==> config.mk <==
export PLATFORM = sky130hd
export DESIGN_NAME = branch_predict_tracker
export DESIGN_NICKNAME = d
export VERILOG_FILES = /design/src/rtl/branch_predict_tracker_pkg.sv /design/src/rtl/branch_predict_tracker_predict_fifo.sv /design/src/rtl/branch_predict_tracker.sv
export SDC_FILE = /design/constraint.sdc
export NUM_CORES = 1
export LEC_CHECK = 0
export BUFFER_PORTS_ARGS = -buffer_cell sky130_fd_sc_hd__buf_4
export CELL_PAD_IN_SITES_DETAIL_PLACEMENT = 1
export CELL_PAD_IN_SITES_GLOBAL_PLACEMENT = 1
export CORE_MARGIN = 2
export CORE_UTILIZATION = 47
export CTS_CLUSTER_SIZE = 14
export DETAILED_ROUTE_END_ITERATION = 16
export PLACE_DENSITY_LB_ADDON = 0.25
export RECOVER_POWER = 25
export SYNTH_ARGS = -nofsm -noshare
export SYNTH_HDL_FRONTEND = slang
export SYNTH_SLANG_ARGS = --single-unit
==> constraint.sdc <==
create_clock -name CLK -period 5.31 [get_ports CLK]
set_input_delay 1.593 -clock CLK [delete_from_list [all_inputs] [get_ports CLK]]
set_output_delay 1.593 -clock CLK [all_outputs]
set_load 0.005 [all_outputs]
==> src/rtl/branch_predict_tracker_pkg.sv <==
`default_nettype none
// ============================================================================
// Module   : branch_predict_tracker_pkg
// Purpose  : Shared defaults and entry layout for the branch prediction tracker.
// Revision : 1.0 - initial release
// ============================================================================
package branch_predict_tracker_pkg;

    localparam int ADDR_W_DEFAULT = 32;
    localparam int DEPTH_DEFAULT  = 4;
    localparam int CNT_W_DEFAULT  = 16;

    // Field order matches the packed vector stored in the FIFO: {pc, taken, target}
    typedef struct packed {
        logic [ADDR_W_DEFAULT-1:0] pc;
        logic                      taken;
        logic [ADDR_W_DEFAULT-1:0] target;
    } predict_entry_t;

    localparam int ENTRY_W_DEFAULT = $bits(predict_entry_t);

endpackage
`default_nettype wire

==> src/rtl/branch_predict_tracker_predict_fifo.sv <==
`default_nettype none
// ============================================================================
// Module   : predict_fifo
// Purpose  : Synchronous FIFO with push, pop and flush; flush beats push/pop.
// Revision : 1.0 - initial release
// ============================================================================
module predict_fifo #(
    parameter int DEPTH = 4,
    parameter int WIDTH = 65
) (
    input  logic                       CLK,
    input  logic                       nRST,
    input  logic                       push,
    input  logic [WIDTH-1:0]           push_data,
    input  logic                       pop,
    input  logic                       flush,
    output logic [WIDTH-1:0]           head,
    output logic [$clog2(DEPTH):0]     count,
    output logic                       full,
    output logic                       empty
);

    localparam int PTR_W = $clog2(DEPTH);
    localparam int CNT_W = PTR_W + 1;
    localparam logic [CNT_W-1:0] C_DEPTH = CNT_W'(DEPTH);

    logic [WIDTH-1:0] r_mem [DEPTH];
    logic [PTR_W-1:0] r_wr_ptr;
    logic [PTR_W-1:0] r_rd_ptr;
    logic [CNT_W-1:0] r_count;

    logic w_push_ok;
    logic w_pop_ok;

    assign full      = (r_count == C_DEPTH);
    assign empty     = (r_count == '0);
    assign w_push_ok = push && !full;
    assign w_pop_ok  = pop && !empty;
    assign head      = r_mem[r_rd_ptr];
    assign count     = r_count;

    // Pointers wrap naturally because DEPTH is a power of two.
    always_ff @(posedge CLK or negedge nRST) begin
        if (!nRST) begin
            r_wr_ptr <= '0;
            r_rd_ptr <= '0;
            r_count  <= '0;
        end else if (flush) begin
            r_wr_ptr <= '0;
            r_rd_ptr <= '0;
            r_count  <= '0;
        end else begin
            if (w_push_ok) begin
                r_wr_ptr <= r_wr_ptr + PTR_W'(1);
            end
            if (w_pop_ok) begin
                r_rd_ptr <= r_rd_ptr + PTR_W'(1);
            end
            unique case ({w_push_ok, w_pop_ok})
                2'b10:   r_count <= r_count + CNT_W'(1);
                2'b01:   r_count <= r_count - CNT_W'(1);
                default: r_count <= r_count;
            endcase
        end
    end

    always_ff @(posedge CLK) begin
        if (w_push_ok && !flush) begin
            r_mem[r_wr_ptr] <= push_data;
        end
    end

endmodule
`default_nettype wire

==> src/rtl/branch_predict_tracker.sv <==
`default_nettype none
// ============================================================================
// Module   : branch_predict_tracker
// Purpose  : Tracks in-flight predictions, checks them at resolve, and drives
//            redirect/flush and predictor training.
// Revision : 1.0 - initial release
// ============================================================================
module branch_predict_tracker
    import branch_predict_tracker_pkg::*;
#(
    parameter int DEPTH  = DEPTH_DEFAULT,
    parameter int ADDR_W = ADDR_W_DEFAULT,
    parameter int CNT_W  = CNT_W_DEFAULT
) (
    input  logic                     CLK,
    input  logic                     nRST,
    input  logic                     fetch_valid,
    input  logic [ADDR_W-1:0]        fetch_pc,
    output logic                     fetch_ready,
    output logic [ADDR_W-1:0]        next_pc,
    output logic [ADDR_W-1:0]        pred_current_pc,
    input  logic                     pred_taken,
    input  logic [ADDR_W-1:0]        pred_target,
    input  logic                     resolve_valid,
    input  logic                     resolve_is_branch,
    input  logic                     resolve_taken,
    input  logic [ADDR_W-1:0]        resolve_target,
    output logic                     mispredict,
    output logic [ADDR_W-1:0]        redirect_pc,
    output logic                     update_valid,
    output logic [ADDR_W-1:0]        update_pc,
    output logic                     update_taken,
    output logic [ADDR_W-1:0]        update_target,
    output logic [$clog2(DEPTH):0]   inflight_count,
    output logic [CNT_W-1:0]         mispredict_count,
    output logic                     underflow_err
);

    localparam int          ENTRY_W = 2 * ADDR_W + 1;
    localparam logic [ADDR_W-1:0] C_INSN_BYTES = ADDR_W'(4);

    logic [ENTRY_W-1:0]      w_push_data;
    logic [ENTRY_W-1:0]      w_head;
    logic                    w_full;
    logic                    w_empty;
    logic                    w_push;
    logic                    w_pop;
    logic                    w_flush;
    logic                    w_wrong;
    logic [ADDR_W-1:0]       w_correct_pc;
    logic [ADDR_W-1:0]       w_e_pc;
    logic                    w_e_taken;
    logic [ADDR_W-1:0]       w_e_target;

    logic                    r_mispredict;
    logic [ADDR_W-1:0]       r_redirect_pc;
    logic                    r_update_valid;
    logic [ADDR_W-1:0]       r_update_pc;
    logic                    r_update_taken;
    logic [ADDR_W-1:0]       r_update_target;
    logic [CNT_W-1:0]        r_mispredict_count;
    logic                    r_underflow_err;

    assign pred_current_pc = fetch_pc;
    assign next_pc         = pred_taken ? pred_target : fetch_pc + C_INSN_BYTES;
    assign fetch_ready     = !w_full && !r_mispredict;

    assign w_push      = fetch_valid && fetch_ready;
    assign w_pop       = resolve_valid && !w_empty;
    assign w_push_data = {fetch_pc, pred_taken, pred_target};

    predict_fifo #(
        .DEPTH (DEPTH),
        .WIDTH (ENTRY_W)
    ) u_fifo (
        .CLK       (CLK),
        .nRST      (nRST),
        .push      (w_push),
        .push_data (w_push_data),
        .pop       (w_pop),
        .flush     (w_flush),
        .head      (w_head),
        .count     (inflight_count),
        .full      (w_full),
        .empty     (w_empty)
    );

    assign w_e_pc     = w_head[ENTRY_W-1 -: ADDR_W];
    assign w_e_taken  = w_head[ADDR_W];
    assign w_e_target = w_head[ADDR_W-1:0];

    // A non-branch predicted taken sent fetch down a bogus path.
    always_comb begin
        w_wrong = w_e_taken;
        if (resolve_is_branch) begin
            w_wrong = (w_e_taken != resolve_taken) ||
                      (resolve_taken && (w_e_target != resolve_target));
        end
    end

    assign w_correct_pc = (resolve_taken && resolve_is_branch) ? resolve_target
                                                               : w_e_pc + C_INSN_BYTES;
    assign w_flush      = w_pop && w_wrong;

    always_ff @(posedge CLK or negedge nRST) begin
        if (!nRST) begin
            r_mispredict       <= 1'b0;
            r_redirect_pc      <= '0;
            r_update_valid     <= 1'b0;
            r_update_pc        <= '0;
            r_update_taken     <= 1'b0;
            r_update_target    <= '0;
            r_mispredict_count <= '0;
            r_underflow_err    <= 1'b0;
        end else begin
            r_mispredict   <= w_flush;
            r_update_valid <= w_pop && resolve_is_branch;
            if (w_flush) begin
                r_redirect_pc <= w_correct_pc;
            end
            if (w_pop && resolve_is_branch) begin
                r_update_pc     <= w_e_pc;
                r_update_taken  <= resolve_taken;
                r_update_target <= resolve_target;
            end
            if (w_flush && (r_mispredict_count != '1)) begin
                r_mispredict_count <= r_mispredict_count + CNT_W'(1);
            end
            if (resolve_valid && w_empty) begin
                r_underflow_err <= 1'b1;
            end
        end
    end

    assign mispredict       = r_mispredict;
    assign redirect_pc      = r_redirect_pc;
    assign update_valid     = r_update_valid;
    assign update_pc        = r_update_pc;
    assign update_taken     = r_update_taken;
    assign update_target    = r_update_target;
    assign mispredict_count = r_mispredict_count;
    assign underflow_err    = r_underflow_err;

endmodule
`default_nettype wire

==> impl_metrics.py <==
metrics = {
    "sta": {
        "layout_setup_ws_ps": 207,
        "finalHoldViolCount": 0,
        "finalSetupViolCount": 0,
        "fin_crit_sh_pct": 96.1,
        "slew_violations": 0,
        "rsz0062_at_grt": "false",
        "tns_ps": 0,
        "fin_crit_ps": 5100,
        "relSlewSlack_pct": 30.7,
        "max_freq_ghz": 0.196,
        "finClkSkew_ps": 19.2,
        "worst_slew_pin_slew_ps": 1040,
        "worst_hold_slack_ps": 478,
    },
    "cts": {
        "cts_tree": "yes",
        "clk_path_buf_depth": 3,
        "cts_sinks": 383,
        "numCtsBuffers": 42,
        "htreeDepth": 2,
        "cts_hold_buffers": 0,
        "cts_resized": 0,
        "clock_latency_ps": 540,
        "post_cts_buffers": 0,
        "clockRootBuffer": "clkbuf_16",
        "clkTransAtPathRegs_ps": 60,
    },
    "final_layout": {
        "nNetsFinal": 1438,
        "fillers": 3403,
        "diodes": 0,
        "final_util_pct": 57.6,
        "final_cells": 1819,
        "drive_above_1_share_pct": 36.5,
        "fin_area_um2": 20300,
        "area_growth_pct": 21.5,
    },
    "yosys": {
        "ys_warn_count": 0,
        "synth_top_area_cell": "edfxtp_1",
        "avgSynthCellArea_um2": 16.0,
        "synth.area.top_cells": "edfxtp_1 (47%), dfrtp_1 (18%), mux4_2 (8.5%)",
        "synth_edf_count": 260,
        "async_reset_ff_share_pct": 32.1,
        "syn-num-nets": 1159,
        "netlist_top_cells_count": "edfxtp_1 (260), dfrtp_1 (123), mux2_2 (71)",
        "syn_inst": 1047,
        "synth_top_area_share_pct": 46.7,
        "ys_seq_area_share_pct": 65.1,
        "yosys_most_used_dff": "edfxtp_1",
        "synth_most_common_cell": "edfxtp_1",
        "ys_seq_elements": 383,
        "synth_cell_types": 46,
        "synth_area_um2": 16700,
    },
    "floorplanning": {
        "std_cell_rows": 69,
        "fp.dieArea_um2": 37100,
        "start_util_pct": 47.4,
        "num_io_pins": 287,
        "die_h_um": 193,
        "die_w_um": 193,
        "core_area_um2": 35300,
    },
    "global_route": {
        "antenna_found_initial": 0,
        "grt_pass1_vias": 10600,
        "grt_first_pass_wirelength_mm": 66.3,
        "grtUsageTotal_pct": 24.2,
        "grt_start_max_net_pins": 70,
        "gr-total-overflow": 0,
    },
    "drt": {
        "ant_nets": 0,
        "routed_wl_mm": 44.4,
        "drt_pre_antenna_iters": 5,
        "via_per_inst": 5.56,
        "wl_per_cell_um": 24.4,
        "drtIter0Drc": 440,
        "drc": 0,
        "vias": 10100,
    },
    "outcome": {
        "status": "complete, no violations",
    },
    "critical_path": {
        "cp-end-kind": "output port",
        "reg2reg_depth": 10,
        "crit_arrival_ps": 3510,
        "rrSetupSlack_ps": 1210,
        "rr_endpoint": "redirect_pc[15]",
        "worst_ep_required_time_ps": 3720,
        "crit-reg2reg-launch": "u_fifo.r_rd_ptr[0]",
        "worst_setup_path_start_kind": "primary input",
        "path_class": "in -> out",
        "cp_max_fo": 10,
    },
    "min_path": {
        "hold_path_end": "underflow_err",
        "min_delay_path_depth": 1,
        "min_from": "underflow_err",
        "hold_class": "reg -> reg",
    },
    "power_and_ir_drop": {
        "peakVddDrop_v": 0.000291,
        "p_per_area_nw_per_um2": 526,
        "total_power_mw": 10.7,
        "p_leak_nw": 7.62,
    },
    "placed_design": {
        "pre_cts_slack_ps": 192,
        "dpl.hpwl_mm": 30.3,
        "dp.cells": 1743,
        "routabilityCongestion": 0.784,
        "numPortBuffers": 286,
        "postPlaceCellArea_um2": 19200,
    },
    "run": {
        "cap_violations": 0,
    },
}
-- registers in the layout, summed over array words and instances (netlist names), 2 cells and up --
register,count
redirect_pc,32
update_pc,32
u_fifo.r_mem,260
u_fifo.r_wr_ptr,2
update_target,32
u_fifo.r_rd_ptr,2
u_fifo.count,3
mispredict_count,16
-- worst max-delay path, stage by stage --
cell     delay, ps
buf_4          140
and4_1         280
and3_1         290
nor2b_1        160
buf_4          160
nand2_1         80
nor3_1         170
buf_4          170
xnor2_1        160
o21ai_0        110
buf_4          170
-- cells by family after synthesis --
kind of cell             count (synthesis)  synth area share, %
XOR/XNOR                               104                 5.44
AO/OA/AOI/OAI                           68                 2.07
adder cells (fa/ha/maj)                  9                0.718
AND/OR/NAND/NOR                        223                 6.92
multiplexers                           174                 16.5
flip-flops                             383                 65.1
buffers and inverters                   86                 3.25
-- cell usage in the layout (no fill, tap or decap), types with 8 or more instances in the layout --
cell	instances
dfrtp_1	121
a21oi_1	28
buf_4	253
clkbuf_16	43
xor2_1	37
inv_1	8
mux2_2	71
xnor2_1	67
mux4_2	63
nor3_1	9
o21ai_0	34
mux2i_1	10
ha_1	8
nand4_1	17
and3_1	21
mux2_4	29
nand2_1	58
nor2_1	49
and4_1	9
nand3_1	35
clkbuf_1	67
edfxtp_1	260
-- where the power goes --
part / internal, mW / total, mW / switching, mW
combinational: 1.89 / 3.57 / 1.68
sequential: 3.97 / 4.40 / 0.430
clock: 1.58 / 2.72 / 1.14
-- per-layer routing --
metal  vias up  track usage (%)  routed length (µm)
met4         0             6.93                 963
li1       4471                -                   -
met2       279             40.4               22200
met1      5317             32.8               19000
met3        50             3.84                2250
met5         -                0                   0
-- cell type report --
cell class	instances	area (µm²)	area share [%]
clock buffers	65	1220	6.00
clock inverters	11	57.6	0.283
inverters	10	37.5	0.185
multi-input cells	578	5330	26.2
flip-flops and latches	383	10900	53.6
well taps	461	577	2.84
repair buffers	311	2210	10.9
-- how the worst max path moves through the flow --
stage,start,end,cells past startpoint
after floorplan,resolve_target[6],u_fifo.r_mem[0][0],6
after global routing,fetch_pc[9],next_pc[31],11
after global placement,fetch_pc[9],next_pc[31],11
after CTS,fetch_pc[9],next_pc[31],11
after detailed placement,fetch_pc[9],next_pc[31],11
final,fetch_pc[4],next_pc[31],11
Power figures use the tool's default switching activity.
